<file path="config.mk">
export PLATFORM = sky130hd
export DESIGN_NAME = fetch_sequencer
export DESIGN_NICKNAME = d
export VERILOG_FILES = /design/src/rtl/upower_fetch_pkg.sv /design/src/rtl/fetch_queue.sv /design/src/rtl/fetch_sequencer.sv
export SDC_FILE = /design/constraint.sdc
export NUM_CORES = 1
export LEC_CHECK = 0
export CORE_MARGIN = 2
export CORE_UTILIZATION = 45
export CTS_BUF_LIST = sky130_fd_sc_hd__clkbuf_16
export CTS_CLUSTER_DIAMETER = 30
export DETAILED_ROUTE_END_ITERATION = 8
export GPL_ROUTABILITY_DRIVEN = 1
export PLACE_DENSITY = 0.79
export REMOVE_ABC_BUFFERS = 1
export SKIP_CTS_REPAIR_TIMING = 1
export SLEW_MARGIN = 20
export SYNTH_ARGS = -nofsm -noshare
export SYNTH_HDL_FRONTEND = slang
export SYNTH_SLANG_ARGS = --single-unit
</file>
<file path="constraint.sdc">
create_clock -name clk -period 7.94 [get_ports clk]
set_input_delay 1.985 -clock clk [delete_from_list [all_inputs] [get_ports clk]]
set_output_delay 1.985 -clock clk [all_outputs]
set_load 0.02 [all_outputs]
</file>
<file path="src/rtl/upower_fetch_pkg.sv">
// Shared types and constants for the uPower fetch unit.
// Build option: FETCH_TRACE_EN prints every instruction handed to decode.
package upower_fetch_pkg;

  typedef enum logic [1:0] {
    IDLE,
    RUN,
    HALT
  } state_t;

  localparam int QDEPTH       = 2;
  localparam int DEF_RESET_PC = 0;

endpackage

</file>
<file path="src/rtl/fetch_queue.sv">
// Two-entry prefetch FIFO of {pc, inst}; flush beats push.
// Entry 0 is always the head, entry 1 the tail when full.
module fetch_queue
  import upower_fetch_pkg::*;
#(
  parameter int DATA_W = 32,
  parameter int PC_W   = 32
) (
  input  logic              clk,
  input  logic              rst_n,
  input  logic              push,
  input  logic [PC_W-1:0]   push_pc,
  input  logic [DATA_W-1:0] push_inst,
  input  logic              pop,
  input  logic              flush,
  output logic [1:0]        count,
  output logic [PC_W-1:0]   head_pc,
  output logic [DATA_W-1:0] head_inst
);

  logic [PC_W-1:0]   tail_pc;
  logic [DATA_W-1:0] tail_inst;
  logic              pop_ok;
  logic              push_ok;
  logic              do_both;
  logic              do_pop;
  logic              do_push;

  assign pop_ok  = pop && (count != 2'd0);
  assign push_ok = push &&
                   ((count < 2'(QDEPTH)) || pop_ok);

  assign do_both = !flush && push_ok && pop_ok;
  assign do_pop  = !flush && pop_ok && !push_ok;
  assign do_push = !flush && push_ok && !pop_ok;

  always_ff @(posedge clk or negedge rst_n) begin
    if (!rst_n) begin
      count     <= 2'd0;
      head_pc   <= '0;
      head_inst <= '0;
      tail_pc   <= '0;
      tail_inst <= '0;
    end else begin
      unique case (1'b1)
        flush: begin
          count <= 2'd0;
        end
        do_both: begin
          if (count == 2'd2) begin
            head_pc   <= tail_pc;
            head_inst <= tail_inst;
            tail_pc   <= push_pc;
            tail_inst <= push_inst;
          end else begin
            head_pc   <= push_pc;
            head_inst <= push_inst;
          end
        end
        do_pop: begin
          head_pc   <= tail_pc;
          head_inst <= tail_inst;
          count     <= count - 2'd1;
        end
        do_push: begin
          if (count == 2'd0) begin
            head_pc   <= push_pc;
            head_inst <= push_inst;
          end else begin
            tail_pc   <= push_pc;
            tail_inst <= push_inst;
          end
          count <= count + 2'd1;
        end
        default: ;
      endcase
    end
  end

endmodule

</file>
<file path="src/rtl/fetch_sequencer.sv">
// uPower fetch controller: PC, imem sequencing, prefetch queue, redirects.
// Build option: FETCH_TRACE_EN displays each completed transfer.
module fetch_sequencer
  import upower_fetch_pkg::*;
#(
  parameter int DATA_W     = 32,
  parameter int PC_W       = 32,
  parameter int IMEM_DEPTH = 4,
  parameter int RESET_PC   = DEF_RESET_PC
) (
  input  logic              clk,
  input  logic              rst_n,
  input  logic              start,
  output logic              imem_req,
  output logic [PC_W-1:0]   imem_addr,
  input  logic [DATA_W-1:0] imem_rdata,
  input  logic              redirect_valid,
  input  logic [PC_W-1:0]   redirect_pc,
  output logic              inst_valid,
  output logic [DATA_W-1:0] inst,
  output logic [PC_W-1:0]   inst_pc,
  input  logic              inst_ready,
  output logic              busy,
  output logic              halted
);

  localparam logic [PC_W-1:0] DEPTH = PC_W'(IMEM_DEPTH);
  localparam logic [PC_W-1:0] RST   = PC_W'(RESET_PC);

  state_t          state;
  logic [PC_W-1:0] fpc;
  logic [PC_W-1:0] rd_pc;
  logic            inflight;
  logic [1:0]      count;
  logic [2:0]      occ;
  logic            pop;
  logic            flush;
  logic            in_range;
  logic            redir_ok;
  logic            done;

  assign inst_valid = (count != 2'd0);
  assign pop        = inst_valid && inst_ready;
  assign flush      = redirect_valid && (state != IDLE);
  assign in_range   = (fpc < DEPTH);
  assign redir_ok   = redirect_valid && (redirect_pc < DEPTH);

  // occupancy counts the word already on its way back
  assign occ = {1'b0, count} + {2'b0, inflight}
             - {2'b0, pop};

  assign imem_req  = (state == RUN) && !redirect_valid &&
                     in_range && (occ < 3'(QDEPTH));
  assign imem_addr = fpc;

  assign done = !in_range && !inflight &&
                ((count == 2'd0) ||
                 ((count == 2'd1) && pop));

  fetch_queue #(
    .DATA_W (DATA_W),
    .PC_W   (PC_W)
  ) u_queue (
    .clk       (clk),
    .rst_n     (rst_n),
    .push      (inflight),
    .push_pc   (rd_pc),
    .push_inst (imem_rdata),
    .pop       (pop),
    .flush     (flush),
    .count     (count),
    .head_pc   (inst_pc),
    .head_inst (inst)
  );

  always_ff @(posedge clk or negedge rst_n) begin
    if (!rst_n) begin
      state    <= IDLE;
      fpc      <= RST;
      rd_pc    <= '0;
      inflight <= 1'b0;
      busy     <= 1'b0;
      halted   <= 1'b0;
    end else begin
      inflight <= imem_req;
      if (imem_req) rd_pc <= fpc;
      unique case (state)
        IDLE: begin
          if (start) begin
            state <= RUN;
            fpc   <= RST;
            busy  <= 1'b1;
          end
        end
        RUN: begin
          if (redirect_valid) begin
            fpc <= redirect_pc;
            if (!redir_ok) begin
              state  <= HALT;
              busy   <= 1'b0;
              halted <= 1'b1;
            end
          end else begin
            if (imem_req) fpc <= fpc + 1'b1;
            if (done) begin
              state  <= HALT;
              busy   <= 1'b0;
              halted <= 1'b1;
            end
          end
        end
        HALT: begin
          if (redir_ok) begin
            state  <= RUN;
            fpc    <= redirect_pc;
            busy   <= 1'b1;
            halted <= 1'b0;
          end else if (start) begin
            state  <= RUN;
            fpc    <= RST;
            busy   <= 1'b1;
            halted <= 1'b0;
          end
        end
        default: begin
          state <= IDLE;
        end
      endcase
    end
  end

`ifdef FETCH_TRACE_EN
  always @(posedge clk) begin
    if (rst_n && pop)
      $display("fetch pc=%0d inst=%b", inst_pc, inst);
  end
`endif

endmodule

</file>
# Yosys cells after proc, flatten, opt, wreduce, memory -nomap -nowiden
# Index checks and enable logic that the tools add are counted.
# op_classes
n_addsub	5
magnitude_cmp	4
eq_ne	11
muxes	36
n_reduce_logical	39
# ops
operator	count
$mux W32	12
$pmux W32 S3	3
$pmux W32 S2	2
$lt A32 B3 Y1 const B	2
$add A32 B1 Y32 const B	1
$logic_and A1 B1 Y1	16
$ne A3 B3 Y1 const B	4
$pmux W2 S3	2
$mux W1	10
$mux W2	5
$reduce_bool A3 Y1	3
$reduce_bool A2 Y1	4
$logic_not A1 Y1	6
$ne A2 B2 Y1 const B	3
$reduce_and A2 Y1	3
$reduce_and A3 Y1	2
$eq A2 B1 Y1 const B	2
$eq A2 B2 Y1 const B	2
$logic_not A2 Y1	2
$reduce_and A4 Y1	1
$add A2 B1 Y3	1
$lt A3 B2 Y1 const B	1
$pmux W1 S3	1
$sub A3 B1 Y3	1
5 further kinds	6
# word_totals
register_bits	199
inputBits	69
out_inout_bits	100
elab_cells	106

# Depth between registers and ports, before layout
# Gate-level depths: netlist of the first run.
# logic_depth
ltp_word	9
depth_mapped	14
depth_no_buf	14

# By module
# From an unflattened synthesis of the first run, not the netlist that was laid out.
# unflattened
hier_cells	1097
hier_area_um2	10939.2
# by_module_without_submodules
module	n_inst	cells_each	area_each_um2
fetch_queue	1	726	7168.1
fetch_sequencer	1	371	3771.1

# Worst setup path after synthesis of the first run
# OpenSTA, ideal clock, no wires.
# synth_timing
path_kind	input to output
startpoint	in inst_ready
endpoint	out imem_req
arrival_ns	3.792
t_required_ns	5.955
setup_slack_ns	2.163
cell_stages	9
path_cell_list	nand2_1 -> inv_1 -> ha_1 -> nand2b_1 -> fa_1 -> xnor2_1 -> and4_1 -> clkbuf_1 -> buf_2
# synth_between
elab_chain_len	4
# synth_lines
item	line	text
start: declaration	fetch_sequencer.sv:22	input logic inst_ready,
$logic_and A1 B1 Y1	fetch_sequencer.sv:43	assign pop = inst_valid && inst_ready;
$sub A3 B1 Y3	fetch_sequencer.sv:50	- {2'b0, pop};
$lt A3 B2 Y1	fetch_sequencer.sv:53	in_range && (occ < 3'(QDEPTH));
$logic_and A1 B1 Y1	fetch_sequencer.sv:53	
end: declaration	fetch_sequencer.sv:14	output logic imem_req,
# Every way passes these cells.

# Worst setup path in the final report of the first run
# Same ends and word-level chain as after synthesis.

==> flow_summary_export.csv, run 1 <==
group,metric,value,unit
final_layout,num-nets-final,1046,
floorplanning,core_area,0.0202,mm^2
pwr,p_seq_frac,0.352,
synth,yosys_most_used_dff,"dfrtp_1",
critical_path,path_max_fanout,8,
final_layout,multi_input_area,0.00398,mm^2
synth,synthDistinctLibCells,57,
floorplanning,io_pins,169,
critical_path,critPathLaunchType,"input port",
drt,antenna_left,0,
cts,cts-htree-levels,4,
synth,synth_xor_area_frac,0.0209,
critical_path,cp-endpoint,"imem_req",
floorplanning,die-height,147,um
critical_path,crit_chain,"clkdlybuf4s50_1 -> nand2_1 -> inv_1 -> ha_1 -> nand2b_1 -> fa_1 -> xnor2_1 -> and4_1 -> clkdlybuf4s50_1",
synth,synth-edff-count,0,
timing,hold_violations,0,
critical_path,r2r_start,"u_queue.count[1]",
critical_path,slowest_stage,"clkdlybuf4s50_1",
synth,async_reset_ff_frac,1.00,
drt,drtIter0Drc,334,
place,place_congestion,0.847,
floorplanning,initial_utilization,0.456,
synth,synth_area,0.00921,mm^2
pwr,p_sw,0.00168,W
pwr,power.density,364,mW/mm^2
pwr,combPwrFrac,0.439,
drt,wl_per_cell,16.5,um
pwr,irDropWorstVdd,0.179,mV
final_layout,mostFrequentLayoutCell,"dfrtp_1",
drt,drt_pass1_iterations,5,
timing,drv_slew,0,
synth,synth_top_area_cell,"dfrtp_1",
synth,synth_top_family_by_area,"multiplexers",
synth,synth-simple-area-share,0.122,
timing,max_clock_freq,148,MHz
place,hpwl,13500,um
drt,wirelength,20600,um
cts,cts_buffer_depth,2,
final_layout,drive_gt1_frac,0.121,
final_layout,fillers,1686,
timing,grt_setup_unrepaired,"false",
critical_path,reg2reg_to,"imem_addr[18]",
critical_path,startpoint,"inst_ready",
floorplanning,die_area,0.0216,mm^2
timing,finalCriticalPeriod,6750,ps
final_layout,n_antenna_cell,0,
critical_path,crit_type,"in2out",
drt,vias_per_cell,5.46,
critical_path,max_stage_delay,650,ps
global_route,grt_max_degree,83,
cts,cts_tree,"yes",
pwr,p_leak,5.28,nW
synth,yosysWarningCount,0,
synth,synth.avg_cell_area,11.3,um^2
floorplanning,num_rows,52,
final_layout,area_delta_synth_final,27.3,%
pwr,p_sw_frac,0.394,
critical_path,critPathRequiredTime,5960,ps
global_route,grt_pass1_wl,33900,um
global_route,antenna_found_initial,0,
synth,synth_mux_area_frac,0.158,
cts,cts_inserted_buffers,17,
worst_hold_path,worst_hold_path_type,"reg2reg",
pwr,p_clk_frac,0.209,
floorplanning,die_x,147,um
timing,tns,0,ps
final_layout,post-route-util,0.581,
final_layout,fin_area,0.0117,mm^2
synth,ys_seq_elements,199,
critical_path,rrSetupSlack,4140,ps
global_route,grt_pass1_vias,6596,
synth,synth_top_area_frac,0.541,
global_route,grt_usage,0.194,
place,place_area,0.0111,mm^2
synth,syn_inst,817,
critical_path,r2r_cells,13,
final_layout,final_cell_mix,"199 x dfrtp_1, 167 x clkdlybuf4s50_1, 91 x nor2_1, 71 x a21oi_1, 69 x mux2i_1",
critical_path,cp-end-kind,"primary output",
cts,cts_sinks,199,
timing,tightestPinTransition,927,ps
flow_run,drv_cap,0,
cts,root_buffer,"clkbuf_16",
synth,ys_seq_area_frac,0.541,
timing,relSlewSlack,0.382,
pwr,internal-power,0.00258,W
drt,route.detailed.drc,0,
synth,synth.area.top_cells,"dfrtp_1 54%, mux2_2 8.3%, mux2i_1 7.5%",
critical_path,crit_path_frequent_cell,"clkdlybuf4s50_1",
global_route,grt_overflow,0,
drt,vias,6823,
place,io_buffers,168,
timing,fin_skew,14.6,ps
final_layout,seqCellArea,0.00498,mm^2
timing,period_share,0.850,
synth,synth_compound_area_frac,0.111,
timing,setup_viol,0,
synth,synth-adder-area-share,0.0144,
critical_path,arrival,4760,ps
run_status,status,"completed",
timing,holdWs,505,ps
cts,clk_latency,440,ps
cts,clkTransAtPathRegs,70,ps
## power by group through the flow
stage / combinational (W) / sequential [W] / clock, W
2_1_floorplan: 0.000923 / 0.00176 / 0
3_3_place_gp: 0.00185 / 0.00151 / 0
3_5_place_dp: 0.00188 / 0.00152 / 0
4_1_cts: 0.00189 / 0.00150 / 0.000913
5_1_grt: 0.00202 / 0.00154 / 0.000952
6_report: 0.00187 / 0.00150 / 0.000893
## critical path: cells and delay by family
family / cells / cell delay (ps)
XOR/XNOR: 1 / 180
adder cells (fa/ha/maj): 2 / 660
AND/OR/NAND/NOR: 3 / 730
buffers and inverters: 3 / 1200
## metal layers
metal  GRT usage  wire length, um  vias up
met4      0.0558              294        0
met3      0.0373             1090       21
met1       0.264             9290     3394
met5           0                0        -
li1            -                -     3215
met2       0.320             9950      193
## synthesized netlist by cell type (all sizes together), types with 6 or more instances
master,count
dfrtp,199
nor2,92
a21oi,72
mux2i,69
mux2,68
nand2,37
nor2b,31
o21ai,25
clkbuf,24
buf,22
a22o,17
nor4,17
inv,15
xnor2,14
nand3,13
a21o,10
nand4,10
ha,9
o2bb2ai,9
xor2,8
nand2b,7
and4,6
nor3,6
## final cells by class
class | instances | area share
sequential | 199 | 0.425
multi-input combinational | 557 | 0.340
timing repair buffer | 177 | 0.150
clock buffer | 17 | 0.0363
tap | 270 | 0.0288
clock inverter | 15 | 0.0162
inverter | 15 | 0.00480
## stage by stage
| step | power, W | instances | setup slack (ps) |
|---|---|---|---|
| global placement | 0.00336 | 1218 | 1200 |
| CTS | 0.00430 | 1250 | 1170 |
| detailed placement | 0.00340 | 1218 | 1180 |
| global route | 0.00452 | 1250 | 1040 |
| finish | 0.00427 | 1250 | 1190 |
| floorplan | 0.00268 | 771 | -67.6 |
## how the worst min path moves through the flow
stage	cells past startpoint	end	start
6_report	1	u_queue.tail_pc[28]	u_queue.tail_pc[28]
3_3_place_gp	1	u_queue.tail_inst[0]	u_queue.tail_inst[0]
5_1_grt	1	u_queue.tail_inst[27]	u_queue.tail_inst[27]
2_1_floorplan	1	u_queue.tail_inst[0]	u_queue.tail_inst[0]
4_1_cts	1	u_queue.tail_inst[4]	u_queue.tail_inst[4]
3_5_place_dp	1	u_queue.tail_inst[4]	u_queue.tail_inst[4]
## cells by family after synthesis
family	after synthesis
AND/OR/NAND/NOR	228
flip-flops	199
AO/OA/AOI/OAI	160
multiplexers	137
buffers and inverters	61
XOR/XNOR	22
adder cells (fa/ha/maj)	10
## registers in the layout, indices dropped and copies added, names as in the netlist
name / count
halted: 1
u_queue.head_inst: 32
imem_addr: 32
busy: 1
u_queue.tail_pc: 32
u_queue.head_pc: 32
rd_pc: 32
u_queue.tail_inst: 32
inflight: 1
state: 2
u_queue.count: 2
Power figures use the tool's default switching activity.
==> inputs of run 2 (changes only) <==
--- a/config.mk
+++ b/config.mk
@@ -6,12 +6,12 @@
 export NUM_CORES = 1
 export LEC_CHECK = 0
 export CORE_MARGIN = 2
-export CORE_UTILIZATION = 45
+export CORE_UTILIZATION = 50
 export CTS_BUF_LIST = sky130_fd_sc_hd__clkbuf_16
 export CTS_CLUSTER_DIAMETER = 30
 export DETAILED_ROUTE_END_ITERATION = 8
 export GPL_ROUTABILITY_DRIVEN = 1
-export PLACE_DENSITY = 0.79
+export PLACE_DENSITY = 0.86
 export REMOVE_ABC_BUFFERS = 1
 export SKIP_CTS_REPAIR_TIMING = 1
 export SLEW_MARGIN = 20
==> run 2 against run 1 <==
Setup slack worse by 23 ps. Total power down 0.50%. Via count up 1.0%. Clock power down 3.2%. Wire length down 0.19%. Die area down 9.7%. Sequential power about the same. Sequential share of layout area up 0.25 points. Non-clock buffer count down 1. Final area down 0.58%. Critical endpoint unchanged. Largest power group unchanged.
==> flow_summary_export.csv, run 2 (synthesis gave the netlist of run 1 again) <==
group,metric,value,unit
timing,drv_slew,0,
pwr,irDropWorstVdd,0.203,mV
timing,finalCriticalPeriod,6770,ps
global_route,grt_usage,0.214,
global_route,grt_max_degree,112,
flow_run,drv_cap,0,
final_layout,n_antenna_cell,0,
floorplanning,die-height,140,um
place,hpwl,13500,um
floorplanning,die_x,140,um
floorplanning,io_pins,169,
cts,cts-htree-levels,4,
critical_path,arrival,4790,ps
timing,hold_violations,0,
critical_path,critPathRequiredTime,5960,ps
drt,drtIter0Drc,368,
global_route,grt_pass1_wl,34100,um
final_layout,mostFrequentLayoutCell,"dfrtp_1",
timing,setup_ws,1170,ps
final_layout,post-route-util,0.647,
cts,cts_inserted_buffers,17,
critical_path,cp-end-kind,"primary output",
drt,drt_pass1_iterations,5,
cts,root_buffer,"clkbuf_16",
global_route,grt_overflow,0,
final_layout,drive_gt1_frac,0.123,
critical_path,critPathLaunchType,"input port",
drt,wirelength,20600,um
timing,relSlewSlack,0.305,
drt,vias,6892,
final_layout,fin_area,0.0117,mm^2
drt,route.detailed.drc,0,
place,io_buffers,168,
drt,antenna_left,0,
timing,fin_skew,11.0,ps
critical_path,path_max_fanout,8,
cts,clkTransAtPathRegs,80,ps
run_status,status,"completed",
floorplanning,initial_utilization,0.511,
timing,tightestPinTransition,1040,ps
pwr,p_leak,5.27,nW
final_layout,final_cell_mix,"199 x dfrtp_1, 167 x clkdlybuf4s50_1, 91 x nor2_1, 71 x a21oi_1, 69 x mux2i_1",
drt,wl_per_cell,17.0,um
worst_hold_path,worst_hold_path_type,"reg2reg",
critical_path,crit_type,"in2out",
floorplanning,num_rows,49,
cts,clk_latency,430,ps
final_layout,area_delta_synth_final,26.6,%
cts,cts_tree,"yes",
critical_path,r2r_cells,13,
worst_hold_path,worstHoldPathCells,1,
timing,period_share,0.853,
global_route,grt_pass1_vias,6802,
timing,max_clock_freq,148,MHz
timing,holdWs,508,ps
place,pre_cts_ws,1160,ps
timing,setup_viol,0,
floorplanning,die_area,0.0195,mm^2
floorplanning,core_area,0.0180,mm^2
place,place_congestion,0.866,
global_route,antenna_found_initial,0,
drt,vias_per_cell,5.71,
cts,cts_sinks,199,
timing,grt_setup_unrepaired,"false",
final_layout,num-nets-final,1045,
pwr,power.density,364,mW/mm^2
cts,cts_buffer_depth,2,
place,place_area,0.0110,mm^2
==> run 2: metal layers <==
metal | part of all wire | vias to the layer above | GRT usage
met5 | 0 | - | 0
met4 | 0.011 | 0 | 0.0547
met3 | 0.060 | 24 | 0.0451
met2 | 0.49 | 219 | 0.351
met1 | 0.44 | 3428 | 0.292
li1 | - | 3221 | -
==> run 2: final cells by class <==
type / count / area [um^2]
Timing Repair Buffer: 176 / 1750
Clock buffer: 17 / 425
Sequential cell: 199 / 4980
Tap cell: 229 / 287
Clock inverter: 15 / 178
Inverter: 15 / 56.3
Fill cell: 1396 / 6370
Multi-Input combinational cell: 557 / 3980
==> run 2: worst paths after layout <==
kind                                    endpoint                  start  slack [ps]
min in group asynchronous  u_queue.head_inst[14]                  rst_n        1670
max in group asynchronous               rd_pc[4]                  rst_n        4960
min reg2reg                u_queue.tail_inst[24]  u_queue.tail_inst[24]         510
min                        u_queue.tail_inst[24]  u_queue.tail_inst[24]         510
max                                     imem_req             inst_ready        1170
max reg2reg                        imem_addr[18]       u_queue.count[1]        4190
==> run 2: critical path, stage by stage <==
cell and delay (ps):
clkdlybuf4s50_1 450, nand2_1 250, inv_1 110, ha_1 280
nand2b_1 160, fa_1 400, xnor2_1 170, and4_1 340
clkdlybuf4s50_1 650
==> run 2: per-stage QoR <==
step           power, W  setup TNS [ps]  cells
2_1_floorplan   0.00268           -4330    771
3_3_place_gp    0.00334               0   1176
3_5_place_dp    0.00340               0   1176
4_1_cts         0.00427               0   1208
5_1_grt         0.00449               0   1208
6_report        0.00424               0   1208
==> run 2: where the power goes <==
group / internal [W] / switching, W / total [W] / leakage, nW
clock: 0.000429 / 0.000435 / 0.000864 / 0.290
sequential: 0.00128 / 0.000225 / 0.00150 / 2.61
combinational: 0.000829 / 0.00105 / 0.00188 / 2.37
==> inputs of run 3 (changes only) <==
--- a/config.mk
+++ b/config.mk
@@ -13,6 +13,7 @@
 export GPL_ROUTABILITY_DRIVEN = 1
 export PLACE_DENSITY = 0.86
 export REMOVE_ABC_BUFFERS = 1
+export SETUP_SLACK_MARGIN = 0.1
 export SKIP_CTS_REPAIR_TIMING = 1
 export SLEW_MARGIN = 20
 export SYNTH_ARGS = -nofsm -noshare
==> results of run 3 <==
The final DEF is identical to that of run 2; final timing and power are the same.
